### src/rtl/npc_pkg.sv
// Shared NPC core types: load-size encodings, writeback FSM states and the
// retire packet captured by the writeback stage.
package npc_pkg;

  localparam int NPC_XLEN   = 32;
  localparam int NPC_REG_AW = 5;

  localparam logic [1:0] LD_B = 2'b00;
  localparam logic [1:0] LD_H = 2'b01;
  localparam logic [1:0] LD_W = 2'b10;

  typedef enum logic [1:0] {
    WBU_IDLE  = 2'd0,
    WBU_REQ   = 2'd1,
    WBU_WAIT  = 2'd2,
    WBU_WRITE = 2'd3
  } wbu_state_t;

  typedef struct packed {
    logic [NPC_REG_AW-1:0] rd;
    logic                  rd_wen;
    logic [NPC_XLEN-1:0]   result;
    logic                  is_load;
    logic [1:0]            ld_size;
    logic                  ld_unsigned;
  } retire_pkt_t;

  // Size encoding 2'b11 behaves as a word access.
  function automatic logic ld_misaligned(logic [1:0] size, logic [1:0] addr);
    case (size)
      LD_B:    return 1'b0;
      LD_H:    return addr[0];
      default: return (addr != 2'b00);
    endcase
  endfunction

endpackage

### src/rtl/wbu_load_align.sv
// Load data alignment: selects the addressed byte/half of a read word and
// sign- or zero-extends it.
module wbu_load_align
  import npc_pkg::*;
(
  input  logic [NPC_XLEN-1:0] word_i,
  input  logic [1:0]          addr_i,
  input  logic [1:0]          size_i,
  input  logic                unsigned_i,
  output logic [NPC_XLEN-1:0] data_o
);

  logic [NPC_XLEN-1:0] shifted;

  always_comb begin
    shifted = word_i >> {addr_i, 3'b000};
    case (size_i)
      LD_B:    data_o = {{(NPC_XLEN-8){~unsigned_i & shifted[7]}}, shifted[7:0]};
      LD_H:    data_o = {{(NPC_XLEN-16){~unsigned_i & shifted[15]}}, shifted[15:0]};
      default: data_o = word_i;
    endcase
  end

endmodule

### src/rtl/wbu_writeback.sv
// NPC writeback stage: retires one instruction per handshake, performs loads
// through a request/response port. Optional counters under WBU_RETIRE_CNT_EN.
module wbu_writeback
  import npc_pkg::*;
#(
  parameter int ADDR_WIDTH = 5,
  parameter int DATA_WIDTH = 32
) (
  input  logic                  clk,
  input  logic                  rst_n,
  input  logic                  in_valid,
  output logic                  in_ready,
  input  logic [ADDR_WIDTH-1:0] in_rd,
  input  logic                  in_rd_wen,
  input  logic [DATA_WIDTH-1:0] in_result,
  input  logic                  in_is_load,
  input  logic [1:0]            in_ld_size,
  input  logic                  in_ld_unsigned,
  output logic                  mem_req_valid,
  input  logic                  mem_req_ready,
  output logic [DATA_WIDTH-1:0] mem_req_addr,
  input  logic                  mem_rsp_valid,
  input  logic [DATA_WIDTH-1:0] mem_rsp_data,
  output logic                  rf_wen,
  output logic [ADDR_WIDTH-1:0] rf_waddr,
  output logic [DATA_WIDTH-1:0] rf_wdata,
  output logic                  retire,
`ifdef WBU_RETIRE_CNT_EN
  output logic [63:0]           retire_cnt,
  output logic [31:0]           load_cnt,
`endif
  output logic                  misalign
);

  wbu_state_t            state_q, state_d;
  retire_pkt_t           pkt_q, pkt_d;
  logic [DATA_WIDTH-1:0] data_q, data_d;
  logic                  misal_q, misal_d;
  logic [DATA_WIDTH-1:0] aligned;

  wbu_load_align u_align (
    .word_i     (mem_rsp_data),
    .addr_i     (pkt_q.result[1:0]),
    .size_i     (pkt_q.ld_size),
    .unsigned_i (pkt_q.ld_unsigned),
    .data_o     (aligned)
  );

  always_ff @(posedge clk) begin
    if (!rst_n) begin
      state_q <= WBU_IDLE;
      pkt_q   <= '0;
      data_q  <= '0;
      misal_q <= 1'b0;
    end else begin
      state_q <= state_d;
      pkt_q   <= pkt_d;
      data_q  <= data_d;
      misal_q <= misal_d;
    end
  end

  always_comb begin
    state_d = state_q;
    pkt_d   = pkt_q;
    data_d  = data_q;
    misal_d = misal_q;
    case (state_q)
      WBU_IDLE, WBU_WRITE: begin
        if (in_valid) begin
          pkt_d.rd          = in_rd;
          pkt_d.rd_wen      = in_rd_wen;
          pkt_d.result      = in_result;
          pkt_d.is_load     = in_is_load;
          pkt_d.ld_size     = in_ld_size;
          pkt_d.ld_unsigned = in_ld_unsigned;
          data_d            = in_result;
          misal_d           = 1'b0;
          if (!in_is_load) begin
            state_d = WBU_WRITE;
          end else if (ld_misaligned(in_ld_size, in_result[1:0])) begin
            // Dropped load still retires through WRITE, flagged and without a write.
            state_d = WBU_WRITE;
            misal_d = 1'b1;
          end else begin
            state_d = WBU_REQ;
          end
        end else begin
          state_d = WBU_IDLE;
        end
      end
      WBU_REQ: begin
        if (mem_req_ready) state_d = WBU_WAIT;
      end
      WBU_WAIT: begin
        if (mem_rsp_valid) begin
          data_d  = aligned;
          state_d = WBU_WRITE;
        end
      end
      default: state_d = WBU_IDLE;
    endcase
  end

  always_comb begin
    in_ready      = 1'b0;
    mem_req_valid = 1'b0;
    mem_req_addr  = '0;
    rf_wen        = 1'b0;
    rf_waddr      = '0;
    rf_wdata      = '0;
    retire        = 1'b0;
    misalign      = 1'b0;
    case (state_q)
      WBU_IDLE: in_ready = 1'b1;
      WBU_REQ: begin
        mem_req_valid = 1'b1;
        mem_req_addr  = {pkt_q.result[DATA_WIDTH-1:2], 2'b00};
      end
      WBU_WRITE: begin
        in_ready = 1'b1;
        retire   = 1'b1;
        misalign = misal_q;
        if (!misal_q) begin
          rf_wen   = pkt_q.rd_wen && (pkt_q.rd != '0);
          rf_waddr = pkt_q.rd;
          rf_wdata = data_q;
        end
      end
      default: ;
    endcase
  end

`ifdef WBU_RETIRE_CNT_EN
  logic [63:0] retire_cnt_q;
  logic [31:0] load_cnt_q;

  always_ff @(posedge clk) begin
    if (!rst_n) begin
      retire_cnt_q <= '0;
      load_cnt_q   <= '0;
    end else if (state_q == WBU_WRITE) begin
      retire_cnt_q <= retire_cnt_q + 64'd1;
      if (pkt_q.is_load && !misal_q) load_cnt_q <= load_cnt_q + 32'd1;
    end
  end

  assign retire_cnt = retire_cnt_q;
  assign load_cnt   = load_cnt_q;
`endif

endmodule

### config.mk
export PLATFORM = sky130hd
export DESIGN_NAME = wbu_writeback
export DESIGN_NICKNAME = d
export VERILOG_FILES = /design/src/rtl/npc_pkg.sv /design/src/rtl/wbu_load_align.sv /design/src/rtl/wbu_writeback.sv
export SDC_FILE = /design/constraint.sdc
export NUM_CORES = 1
export LEC_CHECK = 0
export ABC_CLOCK_PERIOD_IN_PS = 2800
export CORE_MARGIN = 5
export CORE_UTILIZATION = 45
export DETAILED_ROUTE_END_ITERATION = 7
export DONT_BUFFER_PORTS = 1
export PLACE_DENSITY = 0.63
export SETUP_SLACK_MARGIN = 0.5
export SYNTH_ARGS = -nofsm -noshare
export SYNTH_HDL_FRONTEND = slang
export SYNTH_SLANG_ARGS = --single-unit
### constraint.sdc
create_clock -name clk -period 2.8 [get_ports clk]
set_input_delay 0.28 -clock clk [delete_from_list [all_inputs] [get_ports clk]]
set_output_delay 0.28 -clock clk [all_outputs]
set_load 0.01 [all_outputs]
* Word level (Yosys, flattened, before mapping) *
Cells that the tools add are included.

storage, ports and cells
  bits in registers = 76
  output and inout bits = 74
  bits of input ports = 79
  word-level logic and storage cells = 58

operators by class
  reduce and logical (&&, ||, !) cells = 11
  equal/unequal tests = 8
  bitwise logic cells = 3
  multiplexer cells = 27
  shift-type cells = 1

operators with widths
  cell                                                              count
  32-bit two-way mux                                                5
  32-bit one-hot mux with 2 select lines                            2
  32-bit by 5-bit right shift with 16-bit output                    1
  1-bit two-way mux                                                 11
  2-bit two-way mux                                                 5
  5-bit two-way mux                                                 2
  2-bit by 1-bit == test with 1-bit output (second input constant)  3
  2-bit logical NOT                                                 3
  2-bit one-hot mux with 3 select lines                             1
  5-bit nonzero test                                                1
  2-bit == test (second input constant)                             2
  2-bit != test (second input constant)                             2
  2-bit AND reduction                                               2
  2-bit nonzero test                                                2
  3-bit AND reduction                                               1
  1-bit AND                                                         2
  2-bit by 1-bit != test with 1-bit output (second input constant)  1
  1-bit one-hot mux with 2 select lines                             1
  2-bit OR reduction                                                1
  1-bit logical AND                                                 1
  1-bit NOT                                                         1

* Depth between registers and ports, before layout *
  word-level depth = 9
  gate-level depth with buffers = 9
  depth with buffers taken out = 6

* Hierarchy *
Synthesis repeated with hierarchy kept, for this count alone.

unflattened totals
  cells, all modules = 540
  area total of the unflattened synthesis = 4408.0 µm²

modules (own cells, without submodules)
  module          cells an instance  area each (µm²)  instances  seq. area each (µm²)
  wbu_writeback   427                3667.3           1          1521.5
  wbu_load_align  113                740.7            1          0.0

* Worst setup path before layout *
No wires, ideal clock.

  path type = reg-to-reg
  from = register state_q[0]
  to = register data_q[12]
  setup slack = 652 ps
  period minus slack after synthesis = 2148 ps
  library setup time = 117 ps
  stages on the path, launching flop included = 9
  data arrival time = 2031 ps
  required time = 2683 ps
  path buffers = 2
  cell sequence = dfxtp_1 > inv_1 > ha_1 > and2_1 > clkbuf_1 > o21ai_0 > clkbuf_1 > nor2_1 > a32o_1

on the way
  cells in the longest elaborated chain, start to end = 4
  elaborated cells between the ends (all ways) = 9
  those cells by class = eq/ne: 4; mux: 1; reduce/logical: 4

ends and longest elaborated chain
  what                                                                                      RTL line             RTL
  start: declaration                                                                        wbu_writeback.sv:35  wbu_state_t state_q, state_d;
  start signal: assignment                                                                  wbu_writeback.sv:56  state_q <= state_d;
  2-bit == test or 2-bit logical NOT (tied branches)                                        wbu_writeback.sv:68  case (state_q)
  2-bit OR reduction (no line)                                                              --
  2-bit by 1-bit != test with 1-bit output (no line) or 2-bit nonzero test (tied branches)  --
  3-bit AND reduction (no line)                                                             --
  end signal: assignment                                                                    wbu_writeback.sv:58  data_q <= data_d;
  end: declaration                                                                          wbu_writeback.sv:37  logic [DATA_WIDTH-1:0] data_q, data_d;

Several ways; a longest one is shown, not always the timed one.
A chain may end at the register's enable or synchronous reset.

* Worst setup path in the final report *
  from = register state_q[0]
  to = register data_q[15]

The elaborated chain is that of the path after synthesis.

==> metrics.md <==
| Metric | Value |
|---|---|
| Outcome | completed |
| First-pass GRT wire length | 19.6 mm |
| Worst Hold Depth | 2 |
| Unrepaired setup endpoints after global routing | yes |
| Nature of the critical path startpoint | flip-flop |
| Routed wire length | 12.6 mm |
| First-iteration detailed-routing DRC count | 268 |
| Post-Route Skew | 6.40 ps |
| Sink Count | 76 |
| Number of synthesized flops with an enable pin | 0 |
| I/O pins | 153 |
| Synth Area in XOR/XNOR | 0% |
| Final period util | 76.0% |
| Largest family of logic cells by synthesized area | compound AO/OA/AOI/OAI gates |
| HP Start | in_result[7] |
| Maximum VDD drop | 320 uV |
| Worst Hold Path EP | pkt_q[11] |
| Most frequent cells in the layout | 102 x nand2_1, 75 x dfxtp_1, 69 x and2_1, 50 x a21oi_1, 25 x o21ai_0 |
| DRC violations left | 0 |
| Max-slew headroom | 42.4% |
| Post-synth ARST share | 0% |
| Fraction of layout cells with a size suffix above 1 | 10.1% |
| Vias per std cell | 6.12 |
| Worst reg-to-reg path cell count | 6 |
| Post-synthesis sequential area ratio | 37.1% |
| CP max FO | 41 |
| Nets | 572 |
| FMAX | 470 MHz |
| Crit path from | state_q[0] |
| Setup TNS | 0 ps |
| Worst hold margin | 62.6 ps |
| Initial antenna violation count | 0 |
| Vias in the first global route | 3,527 |
| All-Layer GR Usage | 22.1% |
| Core area | 8810 sq um |
| Initial Utilization | 46.6% |
| Post-Synth Adder-Cell Area | 0.914% |
| Worst-skew pair later-pin latency | 340 ps |
| Static Leak | 1.50 nW |
| Die Height | 106 um |
| WL per Instance | 20.9 um |
| Placed cells | 587 |
| Simple-Gate Fraction of Synth Area | 26.7% |
| TritonRoute pass-1 iters | 7 |
| Minimum clock period | 2130 ps |
| Ys Warns | 0 |
| Post-place instance area | 4120 sq um |
| Root buffer cell | clkbuf_8 |
| Pwr Density | 942 nW/um^2 |
| Row cnt | 34 |
| Area grow syn2layout | 5.97% |
| CP max stage cell | or3_1 |
| CP arrival | 2310 ps |
| Critical Path RT | 2990 ps |
| CTS tree | done |
| Routed Antenna Nets | 0 |
| Vias post-DR | 3,689 |
| Postcts setup bufs | 0 |
| Finished Cell Area | 4350 sq um |
| Count of endpoints failing setup in the final report | 0 |
| #FFs+latches synth | 76 |
| Min-Delay Path Class | in2reg |
| Chip width | 106 um |
| Finished Layout Cells | 603 |
| Hold_buf cts | 0 |
| Hpwl dp | 9.01 mm |
| FF-to-FF Start | state_q[0] |
| Largest net degree at the start of global routing | 47 |
| Post-Route Utilization | 49.4% |
| Post-synthesis mux area share | 2.96% |
| Netlist Area Pre-Place | 4110 sq um |
| GP Congestion | 0.830 |
| Slew Viols, Final | 0 |
| Final hold violations | 0 |
| Count of cell types in the netlist | 41 |
| Critical path class | reg2reg |
| Port bufs | 0 |
| Max-cap violation count | 0 |
| Total gr overflow | 0 |
| Reg-to-reg endpoint | data_q[15] |
| Commonest register cell after synthesis | dfxtp_1 |
| Reg2Reg Setup Slack | 670 ps |
| H-Tree Level Count | 3 |
| Critical path's largest stage delay | 480 ps |
| CP Capture Type | flip-flop |
| CTS Buffer Depth | 2 |
| Reg clk slew, reported paths | 80 ps |
| Diodes inserted | 0 |
| Die area | 11,100 sq um |
| Most common cell after layout, fill and taps aside | nand2_1 |
| Synthesized netlist cell count | 520 |
| Synth Area in Compound Gates | 26.8% |
| CTS Buf Count | 9 |
| Worst slew pin tran | 862 ps |
| # fillers | 907 |
| Worst-path cell chain | inv_1 -> ha_2 -> nand2_2 -> or3_1 -> o21ai_0 -> a311oi_1 |
| Synth Area per Inst | 7.89 sq um |
[layout make-up]
type	count	area, sq um	share of cell area [%]
clock buffer	12	145	3.34
inverter	4	15.0	0.345
sequential	76	1520	35.0
tap	108	135	3.11
clock inverter	4	72.6	1.67
multi-input combinational	389	2380	54.6
timing repair buffer	10	82.6	1.90
[kinds of logic after synthesis]
group / after synthesis
mux: 10
fa+ha+maj: 3
other cells: 1
buf+inv: 56
compound gates: 153
flops: 76
simple gates: 221
[cell usage after synthesis (2+ instances only)]
cell type  count  area share [%]
a41oi_1        6             1.3
dfxtp_1       76              37
ha_1           3            0.91
a41oi_2       10             4.0
a31oi_1        7             1.1
or3_1         19             2.9
nand3_1        2            0.24
nor2_1        11             1.0
a211oi_1       2            0.37
a32o_1         7             1.7
nand2_1      103             9.4
buf_1          2            0.18
a21oi_1       50             6.1
nand2b_1      10             1.5
o221ai_1       7             1.5
a311oi_1       2            0.43
mux2i_1        2            0.49
o211ai_1      16             2.9
clkbuf_1      44             4.0
buf_4          3            0.55
a221oi_1       7             1.5
o22a_1         7             1.5
buf_2          3            0.37
nor2b_1        4            0.61
inv_1          3            0.27
mux2_2         7             1.9
and2_1        69              11
o21ai_0       25             3.0
[routing by layer]
metal	wire length, um	global-route usage, %
met1	5180	28.4
met2	5970	34.7
met3	1290	8.99
met4	156	5.92
met5	0	0
[critical path: cells and delay by family (launching register included)]
kind	cells	cell delay, ps
flops	1	380
compound gates	2	210
fa+ha+maj	1	400
buf+inv	1	60
simple gates	2	920
[flip-flops by register name, indices dropped and copies added, names as in the netlist]
register / cells
pkt_q: 41
data_q: 32
state_q: 2
misal_q: 1
[how the worst max path moves through the flow]
| stage | slack (ps) | end | depth (start not counted) |
|---|---|---|---|
| 2_1_floorplan | 650 | data_q[12] | 8 |
| 3_3_place_gp | 570 | data_q[13] | 4 |
| 3_5_place_dp | 470 | data_q[12] | 4 |
| 4_1_cts | 570 | data_q[17] | 5 |
| 5_1_grt | 490 | data_q[2] | 7 |
| 6_report | 670 | data_q[15] | 6 |
[per-stage QoR]
stage                     power (W)  setup WS, ps
after global placement      0.00312           572
after detailed placement    0.00317           473
after CTS                   0.00411           569
after global routing        0.00440           494
after floorplan             0.00280           652
final                       0.00410           672
[timing repair]
action / 4_1_cts / 5_1_grt
resized for setup: 1 / 4
gates cloned: 0 / 0
setup endpoints to repair: 5 / 20
[power by group]
| part | internal (W) | switching (W) | leakage [nW] |
|---|---|---|---|
| registers | 0.00140 | 0.000184 | 0.626 |
| clock network | 0.000526 | 0.000411 | 0.107 |
| logic | 0.000572 | 0.00100 | 0.767 |
| total | 0.00250 | 0.00160 | 1.50 |
Note: power is estimated with default switching activity, not from simulation.
